### src/rtl/fifo_sync_flags.sv
// fifo_sync_flags: single-clock FIFO with arbitrary capacity, FWFT or registered read, count and status flags
module fifo_sync_flags #(
  parameter int p_WIDTH    = 8,
  parameter int p_CAPACITY = 16,
  parameter int p_FWFT     = 1,
  parameter int p_AFULL    = p_CAPACITY - 1,
  parameter int p_AEMPTY   = 1
) (
  input  logic                            iw_clk,
  input  logic                            iw_reset,
  input  logic                            iw_clear,
  input  logic [p_WIDTH-1:0]              iwv_wrdata,
  input  logic                            iw_wrena,
  input  logic                            iw_rdena,
  output logic [p_WIDTH-1:0]              owv_rddata,
  output logic                            ow_rdvalid,
  output logic                            ow_full,
  output logic                            ow_empty,
  output logic [$clog2(p_CAPACITY+1)-1:0] owv_count,
  output logic                            ow_almost_full,
  output logic                            ow_almost_empty,
  output logic                            ow_overflow,
  output logic                            ow_underflow
);
  localparam int CW = $clog2(p_CAPACITY + 1);
  localparam int PW = p_CAPACITY > 1 ? $clog2(p_CAPACITY) : 1;
  if (p_WIDTH < 1 || p_CAPACITY < 1 || p_AFULL > p_CAPACITY || p_AEMPTY >= p_CAPACITY) begin : g_param_err
    $error("fifo_sync_flags: illegal parameter combination");
  end
  logic [p_WIDTH-1:0] mem_q [p_CAPACITY];
  logic [PW-1:0] wr_ptr_q, wr_ptr_d, rd_ptr_q, rd_ptr_d;
  logic [CW-1:0] count_q, count_d;
  logic [p_WIDTH-1:0] rddata_q, rddata_d;
  logic ovf_q, ovf_d, unf_q, unf_d, rdvalid_q, rdvalid_d;
  logic flush, wr_acc, rd_acc;
  function automatic logic [PW-1:0] ptr_inc(input logic [PW-1:0] p);
    return p == PW'(p_CAPACITY - 1) ? '0 : p + PW'(1);
  endfunction
  assign ow_full         = count_q == CW'(p_CAPACITY);
  assign ow_empty        = count_q == '0;
  assign ow_almost_full  = count_q >= CW'(p_AFULL);
  assign ow_almost_empty = count_q <= CW'(p_AEMPTY);
  assign owv_count       = count_q;
  assign ow_overflow     = ovf_q;
  assign ow_underflow    = unf_q;
  assign owv_rddata      = p_FWFT != 0 ? mem_q[rd_ptr_q] : rddata_q;
  assign ow_rdvalid      = p_FWFT != 0 ? ~ow_empty : rdvalid_q;
  always_comb begin
    flush     = iw_reset | iw_clear;
    wr_acc    = iw_wrena & ~ow_full & ~flush;
    rd_acc    = iw_rdena & ~ow_empty & ~flush;
    wr_ptr_d  = flush ? '0 : wr_acc ? ptr_inc(wr_ptr_q) : wr_ptr_q;
    rd_ptr_d  = flush ? '0 : rd_acc ? ptr_inc(rd_ptr_q) : rd_ptr_q;
    count_d   = flush ? '0 : (wr_acc && !rd_acc) ? count_q + CW'(1) :
                (rd_acc && !wr_acc) ? count_q - CW'(1) : count_q;
    ovf_d     = ~flush & (ovf_q | (iw_wrena & ow_full));
    unf_d     = ~flush & (unf_q | (iw_rdena & ow_empty));
    rdvalid_d = rd_acc;
    rddata_d  = rd_acc ? mem_q[rd_ptr_q] : rddata_q;
  end
  // storage is never reset; only the pointers define what is valid
  always_ff @(posedge iw_clk) begin
    if (wr_acc) mem_q[wr_ptr_q] <= iwv_wrdata;
    rddata_q <= rddata_d;
  end
  always_ff @(posedge iw_clk) begin
    if (iw_reset) begin
      wr_ptr_q  <= '0;
      rd_ptr_q  <= '0;
      count_q   <= '0;
      ovf_q     <= 1'b0;
      unf_q     <= 1'b0;
      rdvalid_q <= 1'b0;
    end else begin
      wr_ptr_q  <= wr_ptr_d;
      rd_ptr_q  <= rd_ptr_d;
      count_q   <= count_d;
      ovf_q     <= ovf_d;
      unf_q     <= unf_d;
      rdvalid_q <= rdvalid_d;
    end
  end
endmodule

### config.mk
export PLATFORM = sky130hd
export DESIGN_NAME = fifo_sync_flags
export DESIGN_NICKNAME = d
export VERILOG_FILES = /design/src/rtl/fifo_sync_flags.sv
export SDC_FILE = /design/constraint.sdc
export NUM_CORES = 1
export LEC_CHECK = 0
export ABC_AREA = 1
export BUFFER_PORTS_ARGS = -buffer_cell sky130_fd_sc_hd__clkbuf_2
export CORE_MARGIN = 5
export CORE_UTILIZATION = 45
export CTS_CLUSTER_DIAMETER = 120
export DETAILED_ROUTE_END_ITERATION = 6
export PLACE_DENSITY = 0.7
export SETUP_SLACK_MARGIN = 0.1
export SYNTH_ARGS = -nofsm -noshare
export SYNTH_HDL_FRONTEND = slang
export SYNTH_SLANG_ARGS = --single-unit
### constraint.sdc
create_clock -name iw_clk -period 3.25 [get_ports iw_clk]
set_input_delay 0.975 -clock iw_clk [delete_from_list [all_inputs] [get_ports iw_clk]]
set_output_delay 0.975 -clock iw_clk [all_outputs]
set_load 0.02 [all_outputs]
Word level (Yosys, flattened, before mapping)
Memory sizes are Yosys's and may differ from the RTL's. A register that Yosys moved wholly into a read port is not among the register bits.
Index checks and enable logic that the tools add are counted.
{ "totals": {"reg_bits": 15, "ramBits": 128, "in_bits": 13, "output_inout_bits": 20, "memories": 1} }
{ "memory_table": {"columns": ["name", "depth", "word_bits", "rd", "rd_ports_with_merged_regs", "wr", "line_no", "text"], "rows": [
  ["mem_q", 16, 8, 1, 1, 1, "30", "logic [p_WIDTH-1:0] mem_q [p_CAPACITY];"]
]} }
{ "classes": {"n_addsub": 4, "n_lt_le_gt_ge": 2, "n_eq_ne": 3, "muxes": 8, "n_bitwise": 14, "reduce_logical": 7} }
{ "ops": {"columns": ["op", "n"], "rows": [
  ["2-to-1 mux 4 bit", 4],
  ["2-to-1 mux 5 bit", 2],
  ["adder 4 x 1 -> 4 bit, second input constant", 2],
  ["bitwise AND 1 bit", 8],
  ["== test 4 bit, second input constant", 2],
  ["adder 5 x 1 -> 5 bit, second input constant", 1],
  ["== test 5 bit, second input constant", 1],
  [">= comparator 5 x 4 -> 1 bit, second input constant", 1],
  ["<= comparator 5 x 1 -> 1 bit, second input constant", 1],
  ["logical NOT 5 bit", 1],
  ["subtractor 5 x 1 -> 5 bit, second input constant", 1],
  ["NOT 1 bit", 3],
  ["OR 1 bit", 3],
  ["logical AND 1 bit", 2],
  ["logical NOT 1 bit", 2],
  ["2-to-1 mux 1 bit", 2],
  ["nonzero test 2 bit", 1],
  ["OR reduction 2 bit", 1]
]} }

Logic depth before layout (Yosys ltp)
Gate-level depths: netlist of the first run.
{ "depth": {"depth_word": 8, "depth_mapped": 14, "depth_no_buf": 14} }

Worst setup path after synthesis of the first run
Ideal clock, no wire load.
{ "synth_timing": {"path_kind": "input-to-reg", "start": "in iw_clear", "end": "mem mem_q[7][0] (enable)", "arrival_ns": 2.034, "required_time_ns": 2.867, "path_slack_ns": 0.833, "path_stages": 4, "cell_sequence": "nor2_1 buf_2 nand3_2 nor3_1"} }
{ "synth_between": {"elab_chain_cells": 5} }
{ "synth_lines": {"columns": ["item", "line_no", "text"], "rows": [
  ["start: declaration", "11", "input logic iw_clear,"],
  ["OR 1 bit", "49", "flush = iw_reset | iw_clear;"],
  ["NOT 1 bit", "50", "wr_acc = iw_wrena & ~ow_full & ~flush;"],
  ["bitwise AND 1 bit", "50", null],
  ["2-to-1 mux 1 bit", "63", "if (wr_acc) mem_q[wr_ptr_q] <= iwv_wrdata;"],
  ["2-to-1 mux 1 bit (not written as such)", "63", null],
  ["end: declaration", "30", null]
]} }
No other way between the ends.

==> flow_summary.html, run 1 <==
<table>
<tr><th>Metric</th><th>Value</th></tr>
<tr><th colspan="2">Die</th></tr>
<tr><td>Die Y-Extent</td><td>128 um</td></tr>
<tr><td>Total number of placement rows</td><td>43</td></tr>
<tr><td>Floorplan die area</td><td>16300 um^2</td></tr>
<tr><td>I/O pin count</td><td>33</td></tr>
<tr><td>Initial standard-cell utilization of the core</td><td>45.5%</td></tr>
<tr><td>Die W</td><td>128 um</td></tr>
<tr><td>Placeable Area</td><td>13700 um^2</td></tr>
<tr><th colspan="2">Routing</th></tr>
<tr><td>DRC Markers</td><td>0</td></tr>
<tr><td>Number of optimization iterations in the first detailed-route pass</td><td>5</td></tr>
<tr><td>Detail Route Antenna Nets</td><td>0</td></tr>
<tr><td>Vias after detailed routing</td><td>4282</td></tr>
<tr><td>Average wire per cell in the routed design</td><td>16.4 um</td></tr>
<tr><td>Drt first-iter violations</td><td>420</td></tr>
<tr><td>Via density per instance</td><td>5.24</td></tr>
<tr><td>Wire length reported by the detailed router</td><td>13400 um</td></tr>
<tr><th colspan="2">Clock network</th></tr>
<tr><td>Clock Latency Late Sink</td><td>0.42 ns</td></tr>
<tr><td>Post-CTS setup buffer count</td><td>0</td></tr>
<tr><td>Number of clock buffers inserted by TritonCTS</td><td>17</td></tr>
<tr><td>CTS sink count</td><td>147</td></tr>
<tr><td>Number of buffers inserted for hold repair after clock tree synthesis</td><td>0</td></tr>
<tr><td>Clock tree from TritonCTS</td><td>done</td></tr>
<tr><td>Depth of the CTS H-tree</td><td>4</td></tr>
<tr><td>Clock slew at the register clock pins of the worst setup and hold paths</td><td>0.06 ns</td></tr>
<tr><td>Deepest clock path buffer count</td><td>2</td></tr>
<tr><td>Total of cells resized after clock tree synthesis</td><td>0</td></tr>
<tr><td>Root cell of the clock tree</td><td>clkbuf_16</td></tr>
<tr><th colspan="2">Timing</th></tr>
<tr><td>RSZ-0062 raised after global routing</td><td>no</td></tr>
<tr><td>Total negative slack</td><td>0 ns</td></tr>
<tr><td>Max transition margin</td><td>51.4%</td></tr>
<tr><td>Final critical-path share of the clock period</td><td>94.3%</td></tr>
<tr><td>Setup Skew</td><td>0.00582 ns</td></tr>
<tr><td>Highest attainable clock frequency</td><td>0.326 GHz</td></tr>
<tr><td>Finish-stage setup viols</td><td>0</td></tr>
<tr><td>Hold Violations, Final</td><td>0</td></tr>
<tr><td>Post-layout minimum cycle time</td><td>3.07 ns</td></tr>
<tr><td>Final worst setup slack</td><td>0.184 ns</td></tr>
<tr><td>Number of pins with negative max-slew slack in the final report</td><td>0</td></tr>
<tr><td>Worst slew pin tran</td><td>0.727 ns</td></tr>
<tr><th colspan="2">Global route</th></tr>
<tr><td>Total Routing Usage GR</td><td>17.0%</td></tr>
<tr><td>Overflow after GRT</td><td>0</td></tr>
<tr><td>Global-route wire length before repair</td><td>21400 um</td></tr>
<tr><td>Antenna violations before repair</td><td>0</td></tr>
<tr><td>Via count of the first global-routing pass</td><td>4278</td></tr>
<tr><td>Largest net degree at the start of global routing</td><td>74</td></tr>
<tr><th colspan="2">Job</th></tr>
<tr><td>Maximum capacitance violations</td><td>0</td></tr>
<tr><th colspan="2">Synth</th></tr>
<tr><td>Distinct cells, synth</td><td>24</td></tr>
<tr><td>Post-Synthesis Mean Instance Area</td><td>10.8 um^2</td></tr>
<tr><td>Syn Nets</td><td>603</td></tr>
<tr><td>Share of synthesized area occupied by flip-flops and latches</td><td>67.7%</td></tr>
<tr><td>Number of standard cells after synthesis</td><td>579</td></tr>
<tr><td>Ys Warns</td><td>0</td></tr>
<tr><td>Post-Synthesis Cell Area</td><td>6240 um^2</td></tr>
<tr><td>Synthesis-stage register bit count</td><td>147</td></tr>
<tr><th colspan="2">Finish</th></tr>
<tr><td>Layout-stage area growth over the synthesis result</td><td>16.5%</td></tr>
<tr><td>Share of post-route cells with drive strength above 1</td><td>14.0%</td></tr>
<tr><td>Highest-count cells in the layout ignoring fill and taps</td><td>edfxtp_1 (128), nand2_1 (112), nor2_1 (88), nand3_1 (60), inv_1 (45)</td></tr>
<tr><td>Inserted Diodes</td><td>0</td></tr>
<tr><td>Nets</td><td>648</td></tr>
<tr><td>Non-Filler Cell Area, Final</td><td>7270 um^2</td></tr>
<tr><td>Fill cell total of the finished layout</td><td>1159</td></tr>
<tr><td>Commonest non-fill, non-tap cell in the layout</td><td>edfxtp_1</td></tr>
<tr><th colspan="2">Placed design</th></tr>
<tr><td>HPWL Detailed</td><td>8440 um</td></tr>
<tr><td>Pre-CTS setup slack</td><td>0.580 ns</td></tr>
<tr><td>Number of buffers inserted by port buffering</td><td>32</td></tr>
<tr><td>Instance area at placement</td><td>6650 um^2</td></tr>
<tr><td>Placer's final routability congestion estimate</td><td>0.856</td></tr>
<tr><th colspan="2">Setup path</th></tr>
<tr><td>Startpoint types</td><td>register</td></tr>
<tr><td>CP max FO</td><td>43</td></tr>
<tr><td>Register-to-register path setup slack</td><td>0.96 ns</td></tr>
<tr><td>Start-to-end type of the worst setup path</td><td>register to output port</td></tr>
<tr><td>Crit path arrival time</td><td>2.09 ns</td></tr>
<tr><td>Worst Setup End Kind</td><td>output port</td></tr>
<tr><td>Crit path required time</td><td>2.27 ns</td></tr>
<tr><th colspan="2">Outcome</th></tr>
<tr><td>Status</td><td>complete, no violations</td></tr>
<tr><th colspan="2">Power and ir drop</th></tr>
<tr><td>Leakage power summed over all cells</td><td>2.74 nW</td></tr>
<tr><td>Power per Cell Area</td><td>577 nW/um^2</td></tr>
<tr><td>Maximum ir drop on the vdd rail</td><td>0.362 mV</td></tr>
<tr><th colspan="2">Min path</th></tr>
<tr><td>Worst min-delay path category</td><td>register to register</td></tr>
</table>
[critical path, stage by stage, from the launching register on]
cell and delay [ns]:
dfxtp_2 0.51, inv_2 0.11, buf_6 0.22, o21ai_0 0.29, nand3_1 0.15, nand3_1 0.13, nand2_1 0.09, clkbuf_2 0.16
[path summary, 6_finish.rpt]
check | start | depth (start not counted) | end
min | ow_underflow$_SDFF_PP0_ | 2 | ow_underflow$_SDFF_PP0_
min reg2reg | ow_underflow$_SDFF_PP0_ | 2 | ow_underflow$_SDFF_PP0_
max | register | 7 | owv_rddata[0]
max reg2reg | owv_count[0]$_SDFFE_PP0P_ | 9 | mem_q[4][2]$_DFFE_PP_
[metal layers]
layer / vias to the layer above / share of wire, % / track usage, %
met5: - / 0 / 0
met4: 0 / 1.8 / 7.05
met3: 29 / 5.2 / 3.92
met2: 132 / 50 / 28.2
met1: 2052 / 43 / 21.5
li1: 2069 / - / -
[final cells by class]
class | instances | area, um^2 | area share [%]
clock buffer | 18 | 429 | 5.90
inverter | 47 | 176 | 2.43
clock inverter | 14 | 163 | 2.24
sequential | 147 | 4230 | 58.1
timing repair buffer | 52 | 357 | 4.91
multi-input combinational | 359 | 1690 | 23.3
tap | 180 | 225 | 3.10
[cell usage after synthesis, drive strengths merged]
cell / instances / share of area, %
a21oi: 13 / 1.0
and2: 1 / 0.10
buf: 19 / 1.9
clkbuf: 7 / 0.42
dfxtp: 19 / 6.1
edfxtp: 128 / 62
ha: 11 / 2.2
inv: 47 / 2.8
nand2: 112 / 6.7
nand3: 61 / 5.0
nand4: 2 / 0.20
nor2: 89 / 5.5
nor3: 5 / 0.40
o211ai: 17 / 2.0
o21ai: 46 / 3.7
o21bai: 1 / 0.12
xnor2: 1 / 0.14
[logic make-up after synthesis]
family	synth area share (%)
and+or+nand+nor	17.9
buffers and inverters	5.19
AOI/OAI and AO/OA	6.90
xor gates and xnor gates	0.140
DFF	67.7
adders and majority gates	2.21
[registers in the layout, indices dropped and copies added, names as in the netlist, named ones only]
name / flops
mem_q: 128
owv_count: 5
rd_ptr_q: 4
wr_ptr_q: 4
ow_overflow: 1
ow_underflow: 1
[power breakdown]
group	internal [W]	switching, W
combinational	0.0000569	0.000134
sequential	0.00206	0.00000878
clock	0.00120	0.000737
[stage by stage]
| step | hold slack (ns) | std cells | power, W | utilization, % |
|---|---|---|---|---|
| 5_1_grt | 0.500 | 817 | 0.00433 | 53.0 |
| 4_1_cts | 0.467 | 816 | 0.00422 | 52.8 |
| 6_report | 0.464 | 817 | 0.00420 | 53.0 |
| 2_1_floorplan | 0.486 | 579 | 0.00222 | - |
| 3_5_place_dp | 0.459 | 784 | 0.00229 | 48.5 |
| 3_3_place_gp | 0.454 | 784 | 0.00229 | 48.5 |
Power figures use the tool's default switching activity.
==> run 2: changes to the inputs <==
- CORE_UTILIZATION: 45 -> 60
- PLACE_DENSITY: 0.7 -> 0.82
==> flow_summary.html, run 2 (synthesized netlist as in run 1, its figures left out) <==
<table>
<tr><th>Metric</th><th>Value</th></tr>
<tr><th colspan="2">Clock network</th></tr>
<tr><td>Depth of the CTS H-tree</td><td>4 (unchanged)</td></tr>
<tr><td>Deepest clock path buffer count</td><td>2 (unchanged)</td></tr>
<tr><td>CTS sink count</td><td>147 (unchanged)</td></tr>
<tr><td>Root cell of the clock tree</td><td>clkbuf_8</td></tr>
<tr><td>Clock slew at the register clock pins of the worst setup and hold paths</td><td>0.06 ns (about the same)</td></tr>
<tr><td>Number of clock buffers inserted by TritonCTS</td><td>17 (unchanged)</td></tr>
<tr><td>Clock tree from TritonCTS</td><td>done</td></tr>
<tr><td>Post-CTS setup buffer count</td><td>0 (unchanged)</td></tr>
<tr><td>Clock Latency Late Sink</td><td>0.51 ns (+0.09 ns)</td></tr>
<tr><th colspan="2">Global route</th></tr>
<tr><td>Total Routing Usage GR</td><td>22.7% (+5.7 points)</td></tr>
<tr><td>Global-route wire length before repair</td><td>22200 um (+3.8%)</td></tr>
<tr><td>Via count of the first global-routing pass</td><td>4510 (+5.4%)</td></tr>
<tr><td>Largest net degree at the start of global routing</td><td>82 (+11%)</td></tr>
<tr><td>Antenna violations before repair</td><td>0 (unchanged)</td></tr>
<tr><td>Overflow after GRT</td><td>0 (unchanged)</td></tr>
<tr><th colspan="2">Power and ir drop</th></tr>
<tr><td>Leakage power summed over all cells</td><td>2.73 nW (-0.55%)</td></tr>
<tr><td>Switching pwr</td><td>0.000901 W (+2.4%)</td></tr>
<tr><td>Maximum ir drop on the vdd rail</td><td>0.364 mV (+0.60%)</td></tr>
<tr><td>Power per Cell Area</td><td>573 nW/um^2 (-0.79%)</td></tr>
<tr><td>Total power of the final layout</td><td>0.00411 W (-2.0%)</td></tr>
<tr><td>Logic pwr share</td><td>4.5% (about the same)</td></tr>
<tr><td>Clk pwr share</td><td>45.3% (-0.9 points)</td></tr>
<tr><td>Net switching share of the total power</td><td>21.9% (+0.93 points)</td></tr>
<tr><td>Internal power of the cells</td><td>0.00321 W (-3.1%)</td></tr>
<tr><td>Fraction of power consumed by sequential logic</td><td>50.2% (+0.9 points)</td></tr>
<tr><th colspan="2">Outcome</th></tr>
<tr><td>Status</td><td>complete, no violations</td></tr>
<tr><th colspan="2">Routing</th></tr>
<tr><td>Vias after detailed routing</td><td>4436 (+3.6%)</td></tr>
<tr><td>Via density per instance</td><td>5.72 (+9.2%)</td></tr>
<tr><td>Wire length reported by the detailed router</td><td>13700 um (+1.8%)</td></tr>
<tr><td>Average wire per cell in the routed design</td><td>17.6 um (+7.3%)</td></tr>
<tr><td>Drt first-iter violations</td><td>419 (-0.24%)</td></tr>
<tr><td>Number of optimization iterations in the first detailed-route pass</td><td>6 (+1)</td></tr>
<tr><td>Detail Route Antenna Nets</td><td>0 (unchanged)</td></tr>
<tr><td>DRC Markers</td><td>0 (unchanged)</td></tr>
<tr><th colspan="2">Timing</th></tr>
<tr><td>Setup Skew</td><td>0.00989 ns (+0.00407 ns)</td></tr>
<tr><td>Hold Violations, Final</td><td>0 (unchanged)</td></tr>
<tr><td>Highest attainable clock frequency</td><td>0.331 GHz (+1.4%)</td></tr>
<tr><td>Number of pins with negative max-slew slack in the final report</td><td>0 (unchanged)</td></tr>
<tr><td>Max transition margin</td><td>58.1% (+6.7 points)</td></tr>
<tr><td>Post-layout minimum cycle time</td><td>3.02 ns (-0.0418 ns)</td></tr>
<tr><td>Total negative slack</td><td>0 ns (unchanged)</td></tr>
<tr><td>Final critical-path share of the clock period</td><td>93.0% (-1.3 points)</td></tr>
<tr><td>Worst slew pin tran</td><td>0.628 ns (-0.0989 ns)</td></tr>
<tr><td>Finish-stage setup viols</td><td>0 (unchanged)</td></tr>
<tr><td>RSZ-0062 raised after global routing</td><td>no</td></tr>
<tr><th colspan="2">Finish</th></tr>
<tr><td>Top reg by flops</td><td>mem_q</td></tr>
<tr><td>Reg area</td><td>4230 um^2 (about the same)</td></tr>
<tr><td>Non-Filler Instances</td><td>775 (-5.1%)</td></tr>
<tr><td>Fill cell total of the finished layout</td><td>706 (-39%)</td></tr>
<tr><td>Highest-count cells in the layout ignoring fill and taps</td><td>edfxtp_1 (128), nand2_1 (112), nor2_1 (88), nand3_1 (60), inv_1 (45)</td></tr>
<tr><td>Final core utilization</td><td>70.2% (+17 points)</td></tr>
<tr><td>Commonest non-fill, non-tap cell in the layout</td><td>edfxtp_1</td></tr>
<tr><td>Share of post-route cells with drive strength above 1</td><td>14.1% (+0.11 points)</td></tr>
<tr><td>Inserted Diodes</td><td>0 (unchanged)</td></tr>
<tr><td>Nets</td><td>650 (+0.31%)</td></tr>
<tr><td>Max reg flops</td><td>128 (unchanged)</td></tr>
<tr><td>Area occupied by multi-input gates</td><td>1690 um^2 (unchanged)</td></tr>
<tr><td>Non-Filler Cell Area, Final</td><td>7180 um^2 (-1.2%)</td></tr>
<tr><td>Layout-stage area growth over the synthesis result</td><td>15.1%</td></tr>
<tr><th colspan="2">Placed design</th></tr>
<tr><td>Number of buffers inserted by port buffering</td><td>32 (unchanged)</td></tr>
<tr><td>Cell count after placement</td><td>743 (-5.2%)</td></tr>
<tr><td>Instance area at placement</td><td>6600 um^2 (-0.68%)</td></tr>
<tr><td>Placer's final routability congestion estimate</td><td>0.824 (-3.7%)</td></tr>
<tr><td>HPWL Detailed</td><td>8650 um (+2.5%)</td></tr>
<tr><th colspan="2">Setup path</th></tr>
<tr><td>Crit path arrival time</td><td>2.05 ns (-0.04 ns)</td></tr>
<tr><td>Reg2Reg Depth</td><td>12 (+3)</td></tr>
<tr><td>Startpoint types</td><td>register</td></tr>
<tr><td>Start-to-end type of the worst setup path</td><td>register to output port</td></tr>
<tr><td>Capturing instance or port of the critical path</td><td>owv_rddata[0]</td></tr>
<tr><td>Reg-to-reg critical path endpoint</td><td>owv_count[2]$_SDFFE_PP0P_</td></tr>
<tr><td>Register-to-register path setup slack</td><td>0.93 ns (-0.03 ns)</td></tr>
<tr><td>CP max FO</td><td>81 (+88%)</td></tr>
<tr><td>Crit path required time</td><td>2.27 ns (about the same)</td></tr>
<tr><td>Worst Setup End Kind</td><td>output port</td></tr>
<tr><td>Worst reg2reg path startpoint</td><td>owv_count[0]$_SDFFE_PP0P_</td></tr>
<tr><th colspan="2">Die</th></tr>
<tr><td>Floorplan die area</td><td>12500 um^2 (-23%)</td></tr>
<tr><td>Total number of placement rows</td><td>37 (-14%)</td></tr>
<tr><td>Die Y-Extent</td><td>112 um (-12%)</td></tr>
<tr><td>Die W</td><td>112 um (-12%)</td></tr>
<tr><td>Placeable Area</td><td>10200 um^2 (-25%)</td></tr>
<tr><td>Initial standard-cell utilization of the core</td><td>61.0% (+16 points)</td></tr>
<tr><td>I/O pin count</td><td>33 (unchanged)</td></tr>
<tr><th colspan="2">Job</th></tr>
<tr><td>Maximum capacitance violations</td><td>0 (unchanged)</td></tr>
<tr><th colspan="2">Min path</th></tr>
<tr><td>Worst min-delay path category</td><td>register to register</td></tr>
</table>
## run 2: changes by cell type in the layout (fill, tap and decap cells not counted), moves of 2 or more
cell / change
buf_4: +4
inv_6: +2
clkbuf_16: -2
clkinv_2: -3
## run 2: layout make-up
class,instances,share of cell area (%)
clock buffer,18,5.82
clock inverter,14,2.14
inverter,47,2.53
multi-input combinational,359,23.6
sequential,147,58.8
tap,136,2.37
timing repair buffer,54,4.76
## run 2: worst min path at each step
stage,depth (start not counted),start,end,slack (ns)
after floorplan,2,rd_ptr_q[3]$_SDFFE_PP0N_,register,0.49
final,2,ow_underflow$_SDFF_PP0_,ow_underflow$_SDFF_PP0_,0.46
after detailed placement,2,ow_underflow$_SDFF_PP0_,ow_underflow$_SDFF_PP0_,0.45
after CTS,2,ow_underflow$_SDFF_PP0_,ow_underflow$_SDFF_PP0_,0.46
after global placement,2,ow_overflow$_SDFF_PP0_,ow_overflow$_SDFF_PP0_,0.44
after global routing,2,ow_underflow$_SDFF_PP0_,ow_underflow$_SDFF_PP0_,0.48
## run 2: layer usage
metal	routed length (um)	track usage, %	vias to the layer above
li1	-	-	2079
met2	6990	39.0	176
met4	320	8.57	0
met3	837	4.89	31
met1	5500	28.2	2150
met5	0	0	-
## run 2: timing repair
action | in CTS | in global routing
setup endpoints to repair | 7 | 7
hold buffers | 0 | 0
resized for setup | 1 | 2
## run 2: through the flow
step	setup WS, ns	hold WS (ns)
after global routing	0.101	0.483
final	0.226	0.456
after global placement	0.645	0.437
after CTS	0.168	0.460
after detailed placement	0.571	0.450
after floorplan	0.833	0.486
## run 2: critical path, cell delays in order (launching register included)
cell      delay [ns]
dfxtp_2         0.36
buf_12          0.29
nor2_1          0.10
nor2_1          0.12
o21ai_0         0.12
nand3_1         0.10
nand3_1         0.09
nand2_1         0.11
clkbuf_2        0.18
## run 2: power groups by stage
| stage | clock [W] | combinational (W) | sequential (W) |
|---|---|---|---|
| final | 0.00186 | 0.000186 | 0.00206 |
| after global routing | 0.00197 | 0.000206 | 0.00206 |
| after CTS | 0.00188 | 0.000185 | 0.00206 |
| after detailed placement | 0 | 0.000183 | 0.00210 |
| after global placement | 0 | 0.000175 | 0.00210 |
| after floorplan | 0 | 0.000111 | 0.00211 |
==> run 3: changes to the inputs <==
- RECOVER_POWER: unset -> 25
- TNS_END_PERCENT: unset -> 100
==> flow_summary.html, run 3 (synthesized netlist as in run 1, its figures left out) <==
<table>
<tr><th>Metric</th><th>Value</th></tr>
<tr><th colspan="2">Timing</th></tr>
<tr><td>Final critical-path share of the clock period</td><td>93.1% (about the same)</td></tr>
<tr><td>Number of pins with negative max-slew slack in the final report</td><td>0 (unchanged)</td></tr>
<tr><td>Final worst setup slack</td><td>0.223 ns (-0.00284 ns)</td></tr>
<tr><td>Post-layout minimum cycle time</td><td>3.03 ns (+0.00285 ns)</td></tr>
<tr><td>Setup Skew</td><td>0.00901 ns (-0.000876 ns)</td></tr>
<tr><td>Total negative slack</td><td>0 ns (unchanged)</td></tr>
<tr><td>RSZ-0062 raised after global routing</td><td>no</td></tr>
<tr><td>Finish-stage setup viols</td><td>0 (unchanged)</td></tr>
<tr><td>Max transition margin</td><td>50.8% (-7.3 points)</td></tr>
<tr><td>Hold Violations, Final</td><td>0 (unchanged)</td></tr>
<tr><td>Highest attainable clock frequency</td><td>0.330 GHz (about the same)</td></tr>
<tr><td>Post-Route Hold Slack</td><td>0.456 ns (-0.0000130 ns)</td></tr>
<tr><td>Worst slew pin tran</td><td>0.738 ns (+0.110 ns)</td></tr>
<tr><th colspan="2">Die</th></tr>
<tr><td>I/O pin count</td><td>33 (unchanged)</td></tr>
<tr><td>Placeable Area</td><td>10200 um^2 (unchanged)</td></tr>
<tr><td>Die W</td><td>112 um (unchanged)</td></tr>
<tr><td>Floorplan die area</td><td>12500 um^2 (unchanged)</td></tr>
<tr><td>Initial standard-cell utilization of the core</td><td>61.0% (unchanged)</td></tr>
<tr><td>Total number of placement rows</td><td>37 (unchanged)</td></tr>
<tr><td>Die Y-Extent</td><td>112 um (unchanged)</td></tr>
<tr><th colspan="2">Power and ir drop</th></tr>
<tr><td>Power per Cell Area</td><td>574 nW/um^2 (+0.20%)</td></tr>
<tr><td>Maximum ir drop on the vdd rail</td><td>0.368 mV (+1.1%)</td></tr>
<tr><td>Switching pwr</td><td>0.000906 W (+0.53%)</td></tr>
<tr><td>Net switching share of the total power</td><td>22.0% (+0.094 points)</td></tr>
<tr><td>Leakage power summed over all cells</td><td>2.71 nW (-0.65%)</td></tr>
<tr><td>Internal power of the cells</td><td>0.00321 W (about the same)</td></tr>
<tr><td>Fraction of power consumed by sequential logic</td><td>50.1% (about the same)</td></tr>
<tr><td>Clk pwr share</td><td>45.4% (about the same)</td></tr>
<tr><td>Logic pwr share</td><td>4.5% (about the same)</td></tr>
<tr><th colspan="2">Clock network</th></tr>
<tr><td>Depth of the CTS H-tree</td><td>4 (unchanged)</td></tr>
<tr><td>Clock tree from TritonCTS</td><td>done</td></tr>
<tr><td>CTS sink count</td><td>147 (unchanged)</td></tr>
<tr><td>Number of buffers inserted for hold repair after clock tree synthesis</td><td>0 (unchanged)</td></tr>
<tr><td>Clock Latency Late Sink</td><td>0.52 ns (about the same)</td></tr>
<tr><td>Root cell of the clock tree</td><td>clkbuf_8</td></tr>
<tr><td>Clock slew at the register clock pins of the worst setup and hold paths</td><td>0.06 ns (about the same)</td></tr>
<tr><td>Number of clock buffers inserted by TritonCTS</td><td>17 (unchanged)</td></tr>
<tr><td>Deepest clock path buffer count</td><td>2 (unchanged)</td></tr>
<tr><th colspan="2">Finish</th></tr>
<tr><td>Commonest non-fill, non-tap cell in the layout</td><td>edfxtp_1</td></tr>
<tr><td>Fill cell total of the finished layout</td><td>711 (+0.71%)</td></tr>
<tr><td>Share of post-route cells with drive strength above 1</td><td>13.1% (-0.94 points)</td></tr>
<tr><td>Top reg by flops</td><td>mem_q</td></tr>
<tr><td>Non-Filler Instances</td><td>775 (unchanged)</td></tr>
<tr><td>Max reg flops</td><td>128 (unchanged)</td></tr>
<tr><td>Layout-stage area growth over the synthesis result</td><td>15.0%</td></tr>
<tr><td>Non-Filler Cell Area, Final</td><td>7180 um^2 (-0.10%)</td></tr>
<tr><td>Inserted Diodes</td><td>0 (unchanged)</td></tr>
<tr><td>Nets</td><td>650 (unchanged)</td></tr>
<tr><td>Highest-count cells in the layout ignoring fill and taps</td><td>edfxtp_1 (128), nand2_1 (112), nor2_1 (88), nand3_1 (60), inv_1 (45)</td></tr>
<tr><th colspan="2">Setup path</th></tr>
<tr><td>CP max FO</td><td>81 (unchanged)</td></tr>
<tr><td>Start-to-end type of the worst setup path</td><td>register to output port</td></tr>
<tr><td>Reg2Reg Depth</td><td>12 (unchanged)</td></tr>
<tr><td>Reg-to-reg critical path endpoint</td><td>owv_count[2]$_SDFFE_PP0P_</td></tr>
<tr><td>Startpoint types</td><td>register</td></tr>
<tr><td>Worst Setup End Kind</td><td>output port</td></tr>
<tr><td>Crit path arrival time</td><td>2.05 ns (about the same)</td></tr>
<tr><td>Crit path required time</td><td>2.27 ns (about the same)</td></tr>
<tr><td>Register-to-register path setup slack</td><td>0.92 ns (about the same)</td></tr>
<tr><td>Worst reg2reg path startpoint</td><td>owv_count[0]$_SDFFE_PP0P_</td></tr>
<tr><th colspan="2">Global route</th></tr>
<tr><td>Largest net degree at the start of global routing</td><td>82 (unchanged)</td></tr>
<tr><td>Total Routing Usage GR</td><td>22.7% (unchanged)</td></tr>
<tr><td>Via count of the first global-routing pass</td><td>4510 (unchanged)</td></tr>
<tr><td>Global-route wire length before repair</td><td>22200 um (unchanged)</td></tr>
<tr><td>Antenna violations before repair</td><td>0 (unchanged)</td></tr>
<tr><td>Overflow after GRT</td><td>0 (unchanged)</td></tr>
<tr><th colspan="2">Placed design</th></tr>
<tr><td>Instance area at placement</td><td>6600 um^2 (unchanged)</td></tr>
<tr><td>Cell count after placement</td><td>743 (unchanged)</td></tr>
<tr><td>Placer's final routability congestion estimate</td><td>0.824 (unchanged)</td></tr>
<tr><td>Pre-CTS setup slack</td><td>0.571 ns (unchanged)</td></tr>
<tr><td>Number of buffers inserted by port buffering</td><td>32 (unchanged)</td></tr>
<tr><td>HPWL Detailed</td><td>8650 um (unchanged)</td></tr>
<tr><th colspan="2">Routing</th></tr>
<tr><td>Number of optimization iterations in the first detailed-route pass</td><td>7 (+1)</td></tr>
<tr><td>Detail Route Antenna Nets</td><td>0 (unchanged)</td></tr>
<tr><td>Average wire per cell in the routed design</td><td>17.7 um (+0.30%)</td></tr>
<tr><td>DRC Markers</td><td>0 (unchanged)</td></tr>
<tr><td>Vias after detailed routing</td><td>4447 (+0.25%)</td></tr>
<tr><td>Drt first-iter violations</td><td>448 (+6.9%)</td></tr>
<tr><td>Via density per instance</td><td>5.74 (+0.25%)</td></tr>
<tr><td>Wire length reported by the detailed router</td><td>13700 um (+0.30%)</td></tr>
<tr><th colspan="2">Job</th></tr>
<tr><td>Maximum capacitance violations</td><td>0 (unchanged)</td></tr>
<tr><th colspan="2">Min path</th></tr>
<tr><td>Terminating pin of the worst hold path</td><td>ow_underflow$_SDFF_PP0_</td></tr>
<tr><td>Worst min-delay path category</td><td>register to register</td></tr>
<tr><td>Hold Crit Depth</td><td>2 (unchanged)</td></tr>
<tr><td>Hold path startpoint</td><td>ow_underflow$_SDFF_PP0_</td></tr>
<tr><th colspan="2">Outcome</th></tr>
<tr><td>Status</td><td>complete, no violations</td></tr>
</table>
run 3: cell count changes in the layout (fill, tap and decap cells not counted):
| cell | before | now |
|---|---|---|
| clkbuf_1 | 1 | 7 |
| clkbuf_2 | 32 | 26 |
run 3: metal layers:
| metal | vias up | GRT usage [%] | routed length (um) | share of wire, % |
|---|---|---|---|---|
| li1 | 2079 | - | - | - |
| met5 | - | 0 | 0 | 0 |
| met3 | 28 | 4.89 | 823 | 6.0 |
| met2 | 170 | 39.0 | 7000 | 51 |
| met4 | 0 | 8.57 | 311 | 2.3 |
| met1 | 2170 | 28.2 | 5560 | 41 |
run 3: repair_timing:
item	4_1_cts	5_1_grt
endpoints found under the setup margin	7	7
setup buffers	0	0
gates resized for setup	1	2
run 3: how the worst max path moves through the flow:
stage,slack [ns],cells past startpoint,end
6_report,0.22,8,owv_rddata[0]
5_1_grt,0.10,8,owv_rddata[6]
4_1_cts,0.17,9,owv_rddata[1]
3_5_place_dp,0.57,7,owv_rddata[5]
3_3_place_gp,0.65,8,owv_rddata[0]
2_1_floorplan,0.83,4,mem_q[7][0]$_DFFE_PP_
run 3: cell type report:
cell class	count	area, um^2	area share [%]
clock inverters	14	154	2.14
multi-input cells	359	1690	23.6
flip-flops and latches	147	4230	58.9
well taps	136	170	2.37
clock buffers	18	418	5.82
repair buffers	54	334	4.66
inverters	47	181	2.53
run 3: metrics by stage:
stage / total power, W / utilization (%)
floorplan: 0.00222 / -
global placement: 0.00228 / 64.5
detailed placement: 0.00229 / 64.5
CTS: 0.00413 / 70.1
global route: 0.00424 / 70.1
finish: 0.00412 / 70.1
run 3: power by group through the flow:
stage	Sequential, W	Clock, W	Combinational (W)
2_1_floorplan	0.00211	0	0.000111
3_3_place_gp	0.00210	0	0.000175
3_5_place_dp	0.00210	0	0.000183
4_1_cts	0.00206	0.00188	0.000185
5_1_grt	0.00207	0.00197	0.000204
6_report	0.00207	0.00187	0.000185
run 3: critical path, cell delays in order (launching register included):
cell,delay [ns]
dfxtp_2,0.36
buf_12,0.30
nor2_1,0.10
nor2_1,0.12
o21ai_0,0.13
nand3_1,0.10
nand3_1,0.09
nand2_1,0.11
clkbuf_2,0.18
